File: config.mk
export PLATFORM = sky130hd
export DESIGN_NAME = vga_sprite_engine
export DESIGN_NICKNAME = d
export VERILOG_FILES = /design/src/rtl/vga_sprite_engine.sv
export SDC_FILE = /design/constraint.sdc
export NUM_CORES = 1
export LEC_CHECK = 0
export ABC_AREA = 1
export CORE_ASPECT_RATIO = 0.8
export CORE_MARGIN = 4
export CORE_UTILIZATION = 50
export DETAILED_ROUTE_END_ITERATION = 8
export DONT_BUFFER_PORTS = 1
export PLACE_DENSITY = 0.68
export SLEW_MARGIN = 20
export SYNTH_ARGS = -nofsm -noshare
export SYNTH_HDL_FRONTEND = slang
export SYNTH_SLANG_ARGS = --single-unit
File: constraint.sdc
create_clock -name dclk -period 5.9 [get_ports dclk]
set_input_delay 0.59 -clock dclk [delete_from_list [all_inputs] [get_ports dclk]]
set_output_delay 0.59 -clock dclk [all_outputs]
set_load 0.01 [all_outputs]
File: src/rtl/vga_sprite_engine.sv
// VGA timing generator with NSPR moving rectangular sprites, priority compositing,
// stop-line motion control and per-frame collision reporting (RGB332 output).
module vga_sprite_engine #(
    parameter int unsigned HPIXELS  = 800,
    parameter int unsigned VLINES   = 521,
    parameter int unsigned HPULSE   = 96,
    parameter int unsigned VPULSE   = 2,
    parameter int unsigned HBP      = 144,
    parameter int unsigned HFP      = 784,
    parameter int unsigned VBP      = 31,
    parameter int unsigned VFP      = 511,
    parameter int unsigned NSPR     = 4,
    parameter int unsigned SPR_L    = 60,
    parameter int unsigned SPR_S    = 30,
    parameter logic [7:0]  BG_COLOR = 8'h1C
) (
    input  logic            dclk,
    input  logic            clr,
    input  logic [NSPR-1:0] go,
    input  logic            cfg_we,
    input  logic [2:0]      cfg_idx,
    input  logic            cfg_en,
    input  logic [9:0]      cfg_x,
    input  logic [9:0]      cfg_y,
    input  logic [1:0]      cfg_dir,
    input  logic [2:0]      cfg_speed,
    input  logic [9:0]      cfg_stop,
    input  logic [7:0]      cfg_color,
    output logic            hsync,
    output logic            vsync,
    output logic [2:0]      red,
    output logic [2:0]      green,
    output logic [1:0]      blue,
    output logic            frame_tick,
    output logic            collide
);

    localparam logic [10:0] HMAX = 11'(HPIXELS - 1);
    localparam logic [10:0] VMAX = 11'(VLINES - 1);
    localparam logic [10:0] HP   = 11'(HPULSE);
    localparam logic [10:0] VP   = 11'(VPULSE);
    localparam logic [10:0] HB   = 11'(HBP);
    localparam logic [10:0] HF   = 11'(HFP);
    localparam logic [10:0] VB   = 11'(VBP);
    localparam logic [10:0] VF   = 11'(VFP);
    localparam logic [10:0] SL   = 11'(SPR_L);
    localparam logic [10:0] SS   = 11'(SPR_S);
    localparam logic [10:0] XMOD = 11'd640;
    localparam logic [10:0] YMOD = 11'd480;

    logic [10:0]     hc_q, vc_q;
    logic [NSPR-1:0] en_q;
    logic [9:0]      x_q     [NSPR];
    logic [9:0]      y_q     [NSPR];
    logic [9:0]      stop_q  [NSPR];
    logic [1:0]      dir_q   [NSPR];
    logic [2:0]      speed_q [NSPR];
    logic [7:0]      color_q [NSPR];
    logic            acc_q;

    logic            active;
    logic [10:0]     px, py;
    logic [7:0]      pix;
    logic            multi;

    // One motion step along an axis, wrapping modulo modv, honouring the stop line unless free.
    function automatic logic [9:0] step(input logic [9:0] pos, input logic [2:0] spd,
                                        input logic [9:0] stp, input logic inc,
                                        input logic free, input logic [10:0] modv);
        logic [10:0] p, s, t, r;
        p = {1'b0, pos};
        s = {8'b0, spd};
        t = {1'b0, stp};
        if (inc) begin
            r = p + s;
            if (r >= modv) r = r - modv;
            if (!free && p < t && p + s >= t) r = t;
        end else begin
            r = (p >= s) ? p - s : p + modv - s;
            if (!free && p > t && p <= t + s) r = t;
        end
        if (!free && p == t) r = p;
        return r[9:0];
    endfunction

    always_ff @(posedge dclk or posedge clr) begin
        if (clr) begin
            hc_q <= '0;
            vc_q <= '0;
        end else if (hc_q == HMAX) begin
            hc_q <= '0;
            vc_q <= (vc_q == VMAX) ? 11'd0 : vc_q + 11'd1;
        end else begin
            hc_q <= hc_q + 11'd1;
        end
    end

    assign frame_tick = (hc_q == HMAX) && (vc_q == VMAX);
    assign active     = (hc_q >= HB) && (hc_q < HF) && (vc_q >= VB) && (vc_q < VF);
    assign px         = hc_q - HB;
    assign py         = vc_q - VB;

    // Lowest-index hit wins; any further hit on the same pixel flags an overlap.
    always_comb begin
        logic        seen, hit;
        logic [10:0] w, h, x0, y0;
        pix   = BG_COLOR;
        multi = 1'b0;
        seen  = 1'b0;
        hit   = 1'b0;
        w     = '0;
        h     = '0;
        x0    = '0;
        y0    = '0;
        for (int i = 0; i < NSPR; i++) begin
            w   = dir_q[i][0] ? SL : SS;
            h   = dir_q[i][0] ? SS : SL;
            x0  = {1'b0, x_q[i]};
            y0  = {1'b0, y_q[i]};
            hit = en_q[i] && active && (px >= x0) && (px < x0 + w) && (py >= y0) && (py < y0 + h);
            if (hit) begin
                if (!seen) pix = color_q[i];
                else multi = 1'b1;
                seen = 1'b1;
            end
        end
    end

    // A config write to a sprite takes precedence over its motion update on the same edge.
    always_ff @(posedge dclk or posedge clr) begin
        if (clr) begin
            for (int i = 0; i < NSPR; i++) begin
                en_q[i]    <= 1'b0;
                x_q[i]     <= '0;
                y_q[i]     <= '0;
                stop_q[i]  <= '0;
                dir_q[i]   <= '0;
                speed_q[i] <= '0;
                color_q[i] <= '0;
            end
        end else begin
            for (int i = 0; i < NSPR; i++) begin
                if (cfg_we && cfg_idx == 3'(i)) begin
                    en_q[i]    <= cfg_en;
                    x_q[i]     <= cfg_x;
                    y_q[i]     <= cfg_y;
                    stop_q[i]  <= cfg_stop;
                    dir_q[i]   <= cfg_dir;
                    speed_q[i] <= cfg_speed;
                    color_q[i] <= cfg_color;
                end else if (frame_tick && en_q[i]) begin
                    if (dir_q[i][0]) begin
                        x_q[i] <= step(x_q[i], speed_q[i], stop_q[i], dir_q[i] == 2'd1, go[i],
                                       XMOD);
                    end else begin
                        y_q[i] <= step(y_q[i], speed_q[i], stop_q[i], dir_q[i] == 2'd2, go[i],
                                       YMOD);
                    end
                end
            end
        end
    end

    always_ff @(posedge dclk or posedge clr) begin
        if (clr) begin
            hsync   <= 1'b0;
            vsync   <= 1'b0;
            red     <= '0;
            green   <= '0;
            blue    <= '0;
            acc_q   <= 1'b0;
            collide <= 1'b0;
        end else begin
            hsync <= (hc_q >= HP);
            vsync <= (vc_q >= VP);
            {red, green, blue} <= active ? pix : 8'h00;
            if (frame_tick) begin
                collide <= acc_q | multi;
                acc_q   <= 1'b0;
            end else begin
                acc_q <= acc_q | multi;
            end
        end
    end

endmodule

=== Word-level counts from Yosys, hierarchy flattened ===
Cells that the tools add are included.

* Bitwise gates (word level): 1
* Div/mod/pow operators: 0
* Eq/ne operators: 33
* Multiplexer cells: 100
* Multipliers: 0
* Reductions and logical operators: 93
* Shift-type cells: 0
* $add $sub $neg: 56
* Order comparisons: 70

{| class="wikitable"
|+ Operators by type and width
! operator !! number
|-
| 2-to-1 mux 10 bit || 72
|-
| greater-or-equal comparator 11 x 10 -> 1 bit || 16
|-
| subtractor 10 x 3 -> 10 bit || 16
|-
| adder 10 x 3 -> 11 bit || 12
|-
| adder 10 x 6 -> 11 bit || 8
|-
| <= comparator 10 x 11 -> 1 bit || 8
|-
| less-than comparator 11 bit || 8
|-
| equality test 10 bit || 8
|-
| greater-or-equal comparator 10 x 3 -> 1 bit || 8
|-
| > comparator 10 bit || 8
|-
| less-than comparator 10 bit || 8
|-
| logical AND 1 bit || 72
|-
| 2-to-1 mux 8 bit || 8
|-
| 2-to-1 mux 6 bit || 8
|-
| greater-or-equal comparator 11 x 10 -> 1 bit (second input constant) || 4
|-
| greater-or-equal comparator 11 x 9 -> 1 bit (second input constant) || 4
|-
| adder 10 bit (second input constant) || 4
|-
| adder 10 x 9 -> 10 bit (second input constant) || 4
|-
| subtractor 10 bit (second input constant) || 4
|-
| subtractor 10 x 9 -> 10 bit (second input constant) || 4
|-
| AND reduction 3 bit || 8
|-
| adder 11 x 1 -> 11 bit (second input constant) || 2
|-
| equality test 11 x 10 -> 1 bit (second input constant) || 2
|-
| 2-to-1 mux 11 bit || 2
|-
| 19 further kinds || 55
|}

* Bits in read-only memories: 0
* Bits in writable memories: 0
* Output and inout port bits: 12
* Logic and storage cells: 390
* Memories: 0
* Bits in latches: 0
* Flip-flop bits (word level): 210
* Input port bits: 54

=== Longest topological paths before layout ===
Gate-level depths: netlist of run 1.

* Depth after elaboration: 18
* Gate-level depth with buffers: 27
* Mapped depth without buffers: 27

=== Worst setup path before layout of run 1 ===
Ideal clock, no wire load.

* Path type: register to register
* Start: reg speed_q[7] (netlist bit)
* End: reg x_q[24] (netlist bit)
* Data required time: 5.784 ns
* Period minus slack after synthesis: 3.474 ns
* Buffers on the path: 1
* Cell stages (with the launch flop): 26
* Arrival time: 3.358 ns
* Library setup time: 0.116 ns
* Slack: 2.426 ns
* Cells stage by stage: dfrtp_1 > inv_1 > fa_1 > or2_1 > nand2_1 > nand2_1 > nor2_1 > xor2_1 > inv_1 > ha_1 > nand2_1 > inv_1 > nand3_1 > inv_1 > nand2_1 > a21oi_1 > nor3_1 > o21bai_1 > nand2_1 > nand2_1 > nand2_1 > buf_2 > o211ai_1 > nand2_1 > nand2_1 > nand2_1

* Word-level cells in the longest chain between the ends: 9
* Elaborated cells between the ends (all ways): 20

{| class="wikitable"
|+ RTL lines
! what !! line !! RTL
|-
| from (decl) || 57 || <nowiki>logic [2:0] speed_q [NSPR];</nowiki>
|-
| from (signal, indexed assignment) || 149 || <nowiki>speed_q[i] <= cfg_speed;</nowiki>
|-
| adder 10 x 3 -> 11 bit, on equally long branches || 75, 77, 80 ||
|-
| subtractor 10 bit, or another cell as far along || 76 || <nowiki>if (r >= modv) r = r - modv;</nowiki>
|-
| 2-to-1 mux 10 bit, or another cell as far along || 76 ||
|-
| 2-to-1 mux 10 bit, on equally long branches || 77, 80 ||
|-
| 2-to-1 mux 10 bit (*) || 74 || <nowiki>if (inc) begin</nowiki>
|-
| 2-to-1 mux 10 bit (*) || 82 || <nowiki>if (!free && p == t) r = p;</nowiki>
|-
| 2-to-1 mux 10 bit (*) || 152 || <nowiki>if (dir_q[i][0]) begin</nowiki>
|-
| 2-to-1 mux 10 bit (*) || 151 || <nowiki>end else if (frame_tick && en_q[i]) begin</nowiki>
|-
| 2-to-1 mux 10 bit (*) || 143 || <nowiki>if (cfg_we && cfg_idx == 3'(i)) begin</nowiki>
|-
| to (signal, indexed assignment) || 145 || <nowiki>x_q[i] <= cfg_x;</nowiki>
|-
| to (signal, indexed assignment) || 153 || <nowiki>x_q[i] <= step(x_q[i], speed_q[i], stop_q[i], dir_q[i] == 2'd1, go[i],</nowiki>
|-
| to (decl) || 53 || <nowiki>logic [9:0] x_q [NSPR];</nowiki>
|}

Mark *: on every way between the ends. The rest lies on a longest branch, timed or not. The select of a mux whose other input is x is not followed.
A chain may end at the register's enable or synchronous reset.

=== Final worst setup path of run 1 ===
* Start: reg hc_q[4]
* End: reg green[1]

* Word-level cells in the longest chain between the ends: 17
* Elaborated cells between the ends (all ways): 45

{| class="wikitable"
|+ RTL lines
! what !! line !! RTL
|-
| from (decl) || 51 || <nowiki>logic [10:0] hc_q, vc_q;</nowiki>
|-
| from (signal assigned) || 94 || <nowiki>hc_q <= hc_q + 11'd1;</nowiki>
|-
| branches (longest 16 deep; another with subtractor 11 x 8 -> 11 bit) || - ||
|-
| 2-to-1 mux 8 bit (*) || 176 || <nowiki>{red, green, blue} <= active ? pix : 8'h00;</nowiki>
|-
| to (signal assigned) || 176 ||
|-
| to (decl) || 32 || <nowiki>output logic [2:0] green,</nowiki>
|}

Mark *: on every way between the ends.

==> results.json, run 1 <==
{
  "fmax_mhz": 225,
  "setup_viol": 0,
  "netlist_area_um2": 32400,
  "ys_types": 64,
  "ant_nets": 0,
  "via_per_inst": 5.72,
  "ys_top_cells_by_area": "ha_1 (24%), dfrtp_1 (16%), nand2_1 (14%)",
  "globalRouteTotalUtil_pct": 32.2,
  "worstPathArrival_ps": 4930,
  "pin_count": 66,
  "ys_seq_area_share_pct": 16.2,
  "wl_per_cell_um": 20.1,
  "total_leakage_power_nw": 18.3,
  "maxCapViolCount": 0,
  "period_minus_slack_ps": 4450,
  "dp_hpwl_um": 87400,
  "fin_skew_ps": 24.2,
  "tightestPinTransition_ps": 1250,
  "start_util_pct": 50.5,
  "cts_resized": 0,
  "holdWs_ps": 110,
  "crit_fanout": 12,
  "synth_top_flop_cell": "dfrtp_1",
  "drv_slew": 0,
  "crit_path_end_kind": "flop",
  "relSlewSlack_pct": 16.7,
  "root_buffer": "clkbuf_16",
  "vias": 32300,
  "crit_type": "reg -> reg",
  "fp.dieH_um": 236,
  "synth_cells": 4807,
  "worstSetupStartpointType": "flop",
  "layout-drive-gt1-share_pct": 4.83,
  "synth_edf_count": 0,
  "insertion_delay_ps": 600,
  "cts_buffers": 29,
  "place.gp.congestion": 0.968,
  "grt_pass1_vias": 29900,
  "grt_pass1_wl_um": 176000,
  "required_ps": 6380,
  "yosys.area.top_type": "ha_1",
  "io_buffers": 0,
  "grt_setup_unrepaired": "no",
  "dieArea_um2": 68900,
  "status": "completed",
  "yosysWarnings": 0,
  "cts_htree_levels": 1,
  "n_fill_cell": 6351,
  "layout_common_cells": "nand2_1 (1245), ha_1 (612), inv_1 (610)",
  "cts.sinks": 210,
  "core.rowCount": 83,
  "syn_nets": 5509,
  "grt_max_degree": 114,
  "stdcell_count": 5651,
  "period_share_pct": 75.4,
  "cts_tree": "done",
  "whs_path_depth": 2,
  "synth_top_area_share_pct": 23.7,
  "first_pass_iters": 5,
  "core_um2": 64100,
  "finalHoldViolations": 0,
  "drc_errors": 0,
  "cts.path.max_buffers": 3,
  "p_per_area_nw_per_um2": 531,
  "hp-class": "in -> reg",
  "async_reset_ff_share_pct": 100,
  "drt-initial-drc-count": 3260,
  "ir_worst_vdd_uv": 319,
  "synth-seq-cells": 210,
  "syn_area_per_cell_um2": 6.73,
  "wl_um": 114000,
  "setup_tns_ps": 0,
  "gr-total-overflow": 0,
  "placed_cells": 5578,
  "ff2ff_path_depth": 16,
  "final_common_cell": "nand2_1",
  "finalNetCount": 5462,
  "clkTransAtPathRegs_ps": 60,
  "antenna_found_initial": 12,
  "areaGrowthSynthToFinish_pct": 5.80,
  "die_w_um": 292
}
## critical path: stages (launching register included)
cell      delay (ps)
dfrtp_1          420
inv_1            100
buf_4            270
nand3_1          110
nand2_1           90
nand2_1           80
xor2_1           960
ha_1             410
nand2_1           90
nor2_1            50
a211oi_1         200
o211ai_1         160
nand3b_1         280
nor3_2           490
nand3_2          320
o21ai_0          250
nor2_1            70
## routing by layer
layer / track usage, % / vias up / wire (µm)
li1: - / 15900 / -
met1: 46.3 / 14900 / 51700
met2: 47.4 / 1272 / 46400
met3: 7.26 / 185 / 11100
met4: 11.0 / 8 / 4550
met5: 0 / - / 51
## state kept, by name, indices dropped and copies added (netlist names), 2 cells and up
signal,count
color_q,32
blue,2
dir_q,8
stop_q,40
red,3
x_q,40
speed_q,12
hc_q,11
y_q,40
vc_q,11
green,3
en_q,4
## worst paths after layout
| check | startpoint | end | slack, ps |
|---|---|---|---|
| max in group asynchronous | clr | y_q[27] | 4190 |
| min in group asynchronous | clr | x_q[16] | 540 |
| min reg2reg | color_q[16] | color_q[16] | 480 |
| max reg2reg | hc_q[4] | green[1] | 1450 |
| min | cfg_color[0] | color_q[16] | 110 |
| max | hc_q[4] | green[1] | 1450 |
## layout make-up
cell class,instances,area [µm²],area share [%]
well taps,850,1060,3.11
repair buffers,29,233,0.680
clock inverters,10,118,0.344
clock buffers,43,878,2.57
multi-input cells,3813,24100,70.4
flip-flops and latches,210,5260,15.4
inverters,677,2550,7.44
diodes,19,47.5,0.139
## through the flow
| step | util, % | instance area (µm²) | power (mW) | setup slack, ps |
|---|---|---|---|---|
| floorplan | - | 32400 | 12.8 | 2430 |
| global placement | 51.8 | 33200 | 15.8 | 1800 |
| detailed placement | 51.8 | 33200 | 16.0 | 1760 |
| CTS | 53.3 | 34200 | 18.0 | 1750 |
| global route | 53.4 | 34200 | 20.3 | 1220 |
| finish | 53.4 | 34200 | 18.2 | 1450 |
## logic make-up after synthesis
logic type / share of synthesized area, %
AOI/OAI and AO/OA: 13.4
xor gates and xnor gates: 5.46
DFF: 16.2
buffers and inverters: 9.38
and+or+nand+nor: 29.6
adders and majority gates: 25.9
## report_power, final
group / switching [mW] / internal, mW / total, mW
registers: 1.07 / 1.81 / 2.89
clock network: 0.798 / 1.11 / 1.91
logic: 8.35 / 5.04 / 13.4
## Yosys cell counts (all sizes together) (52+ instances only)
cell type / count
a21oi: 338
buf: 52
clkbuf: 55
dfrtp: 210
ha: 612
inv: 651
nand2: 1270
nand3: 429
nand4: 92
nor2: 270
nor3: 71
o211ai: 56
o21ai: 282
xor2: 178
## timing repair
item,4_1_cts,5_1_grt
hold endpoints to repair,17,0
setup buffers,0,0
hold buffers,1,0
No activity file was read; power rests on OpenSTA's default activity.
==> inputs of run 2 (changes only) <==
clock period = 3.8 ns   (was 5.9 ns; I/O delays follow)
==> results.json, run 2 (synthesis gave the netlist of run 1 again) <==
{
  "status": "completed",
  "rr_startpoint": "speed_q[2]",
  "layout_common_cells": "nand2_1 (1226), ha_1 (605), inv_1 (599)",
  "die_w_um": 292,
  "dieArea_um2": 68900,
  "crit_type": "reg -> reg",
  "crit_path_end_kind": "flop",
  "n_fill_cell": 6241,
  "setup_tns_ps": 0,
  "drc_errors": 0,
  "cts_tree": "done",
  "dp_hpwl_um": 90100,
  "setup_viol": 0,
  "areaGrowthSynthToFinish_pct": 11.7,
  "critPathMaxStageDelay_ps": 460,
  "wl_um": 120000,
  "fin_skew_ps": 21.7,
  "place.gp.congestion": 0.985,
  "pin_count": 66,
  "crit_fanout": 14,
  "drv_slew": 0,
  "crit_start": "speed_q[2]",
  "r2r-end": "y_q[7]",
  "maxCapViolCount": 0,
  "grt_setup_unrepaired": "yes",
  "p_per_area_nw_per_um2": 830,
  "start_util_pct": 50.5,
  "globalRouteTotalUtil_pct": 33.3,
  "hp-class": "in -> reg",
  "ir_worst_vdd_uv": 429,
  "worstPathCellList": "ha_1, nand3_1, nand3_1, nand3_1, nor2_1, nand3_1, nor2_1, xor2_1, ha_1, nand4_1, nor4_1, a31oi_1, o21ai_4, nand2_4, nand3_1, nand3_1, nand2_1, inv_1, nand2_1, nand2_1, nand2_1",
  "drt-initial-drc-count": 3353,
  "critPathCapture": "y_q[7]",
  "slowest_stage": "dfrtp_2",
  "finalHoldViolations": 0,
  "via_per_inst": 5.78,
  "grt_pass1_wl_um": 181000,
  "vias": 33700,
  "antenna_found_initial": 19,
  "relSlewSlack_pct": 26.5,
  "grt_max_degree": 80,
  "total_leakage_power_nw": 19.2,
  "cts.sinks": 210,
  "period_share_pct": 95.2,
  "tightestPinTransition_ps": 1100,
  "insertion_delay_ps": 610,
  "required_ps": 4290,
  "period_minus_slack_ps": 3620,
  "fmax_mhz": 276,
  "io_buffers": 0,
  "cts_htree_levels": 1,
  "cp_common_cell": "nand3_1",
  "worstSetupStartpointType": "flop",
  "final_common_cell": "nand2_1",
  "grt_pass1_vias": 30700,
  "reg_top3": "stop_q (40), x_q (40), y_q (40)",
  "ant_nets": 0,
  "gr-total-overflow": 0,
  "wl_per_cell_um": 20.6,
  "ff2ff_path_depth": 21,
  "core.rowCount": 83,
  "fp.dieH_um": 236,
  "layout-drive-gt1-share_pct": 9.71,
  "cts_buffers": 29,
  "core_um2": 64100,
  "cts.path.max_buffers": 3,
  "finalNetCount": 5652,
  "root_buffer": "clkbuf_16",
  "worstPathArrival_ps": 4110,
  "first_pass_iters": 6,
  "clkTransAtPathRegs_ps": 60,
  "final_util_pct": 56.4,
  "ff2ff_setup_slack_ps": 180
}
## run 2: cell count changes in the layout (fill, tap and decap cells not counted), sizes merged, moves of 4 or more
cell	before	now
clkinv	28	35
buf	28	188
clkinvlp	5	9
clkbuf	43	31
diode	19	10
dlygate4sd3	1	27
## run 2: cell type report
cell class / instances / area, µm² / share of cell area (%)
diodes: 10 / 25.0 / 0.0693
multi-input cells: 3816 / 24500 / 67.9
clock inverters: 22 / 230 / 0.637
well taps: 850 / 1060 / 2.94
repair inverters: 1 / 7.51 / 0.0208
clock buffers: 31 / 733 / 2.03
inverters: 677 / 2550 / 7.07
flip-flops and latches: 210 / 5260 / 14.6
repair buffers: 215 / 1730 / 4.78
## run 2: metal layers
metal / share of wire [%] / up-vias / GRT usage [%]
met5: 0.048 / - / 0
met3: 10 / 258 / 8.24
met4: 4.8 / 10 / 13.5
met1: 44 / 15700 / 47.3
li1: - / 16300 / -
met2: 40 / 1486 / 48.1
## run 2: worst min path at each step
stage                      startpoint          end  slack (ps)  cells past startpoint
after floorplan           color_q[16]  color_q[16]         440                      2
after global placement            clr   stop_q[16]         460                      1
after detailed placement  color_q[16]  color_q[16]         460                      2
after CTS                    cfg_y[2]      y_q[32]           8                      2
after global routing         cfg_y[2]      y_q[32]          30                      2
final                        cfg_y[2]      y_q[32]          10                      2
## run 2: critical path, delay by kind of cell (launching register included)
kind / cells / cell delay, ps
buffers and inverters: 1 / 80
adders and majority gates: 2 / 720
xor gates and xnor gates: 1 / 310
and+or+nand+nor: 15 / 1550
DFF: 1 / 460
AOI/OAI and AO/OA: 2 / 350
## run 2: report_power, final
group,switching [mW],internal (mW),total [mW]
clock,1.32,1.62,2.94
combinational,14.5,8.77,23.3
sequential,0.945,2.83,3.78
total,16.8,13.2,30.0
## run 2: repair_timing
| item | in CTS | in global routing |
|---|---|---|
| hold buffers | 27 | 0 |
| hold endpoints to repair | 119 | 0 |
| resized for setup | 0 | 113 |
| endpoints found under the setup margin | 0 | 90 |
| buffers inserted | 0 | 11 |
## run 2: per-stage QoR
stage          hold WS (ps)  setup WS, ps  cells  cell area (µm²)  total power [mW]
2_1_floorplan           443           326   4807            32400              19.9
3_3_place_gp            462           164   5726            34300              25.5
3_5_place_dp            463          71.0   5726            34300              25.9
4_1_cts                8.47          35.5   5806            35500              29.0
5_1_grt                31.5         -51.8   5823            36100              33.2
6_report               12.5           182   5832            36100              30.0
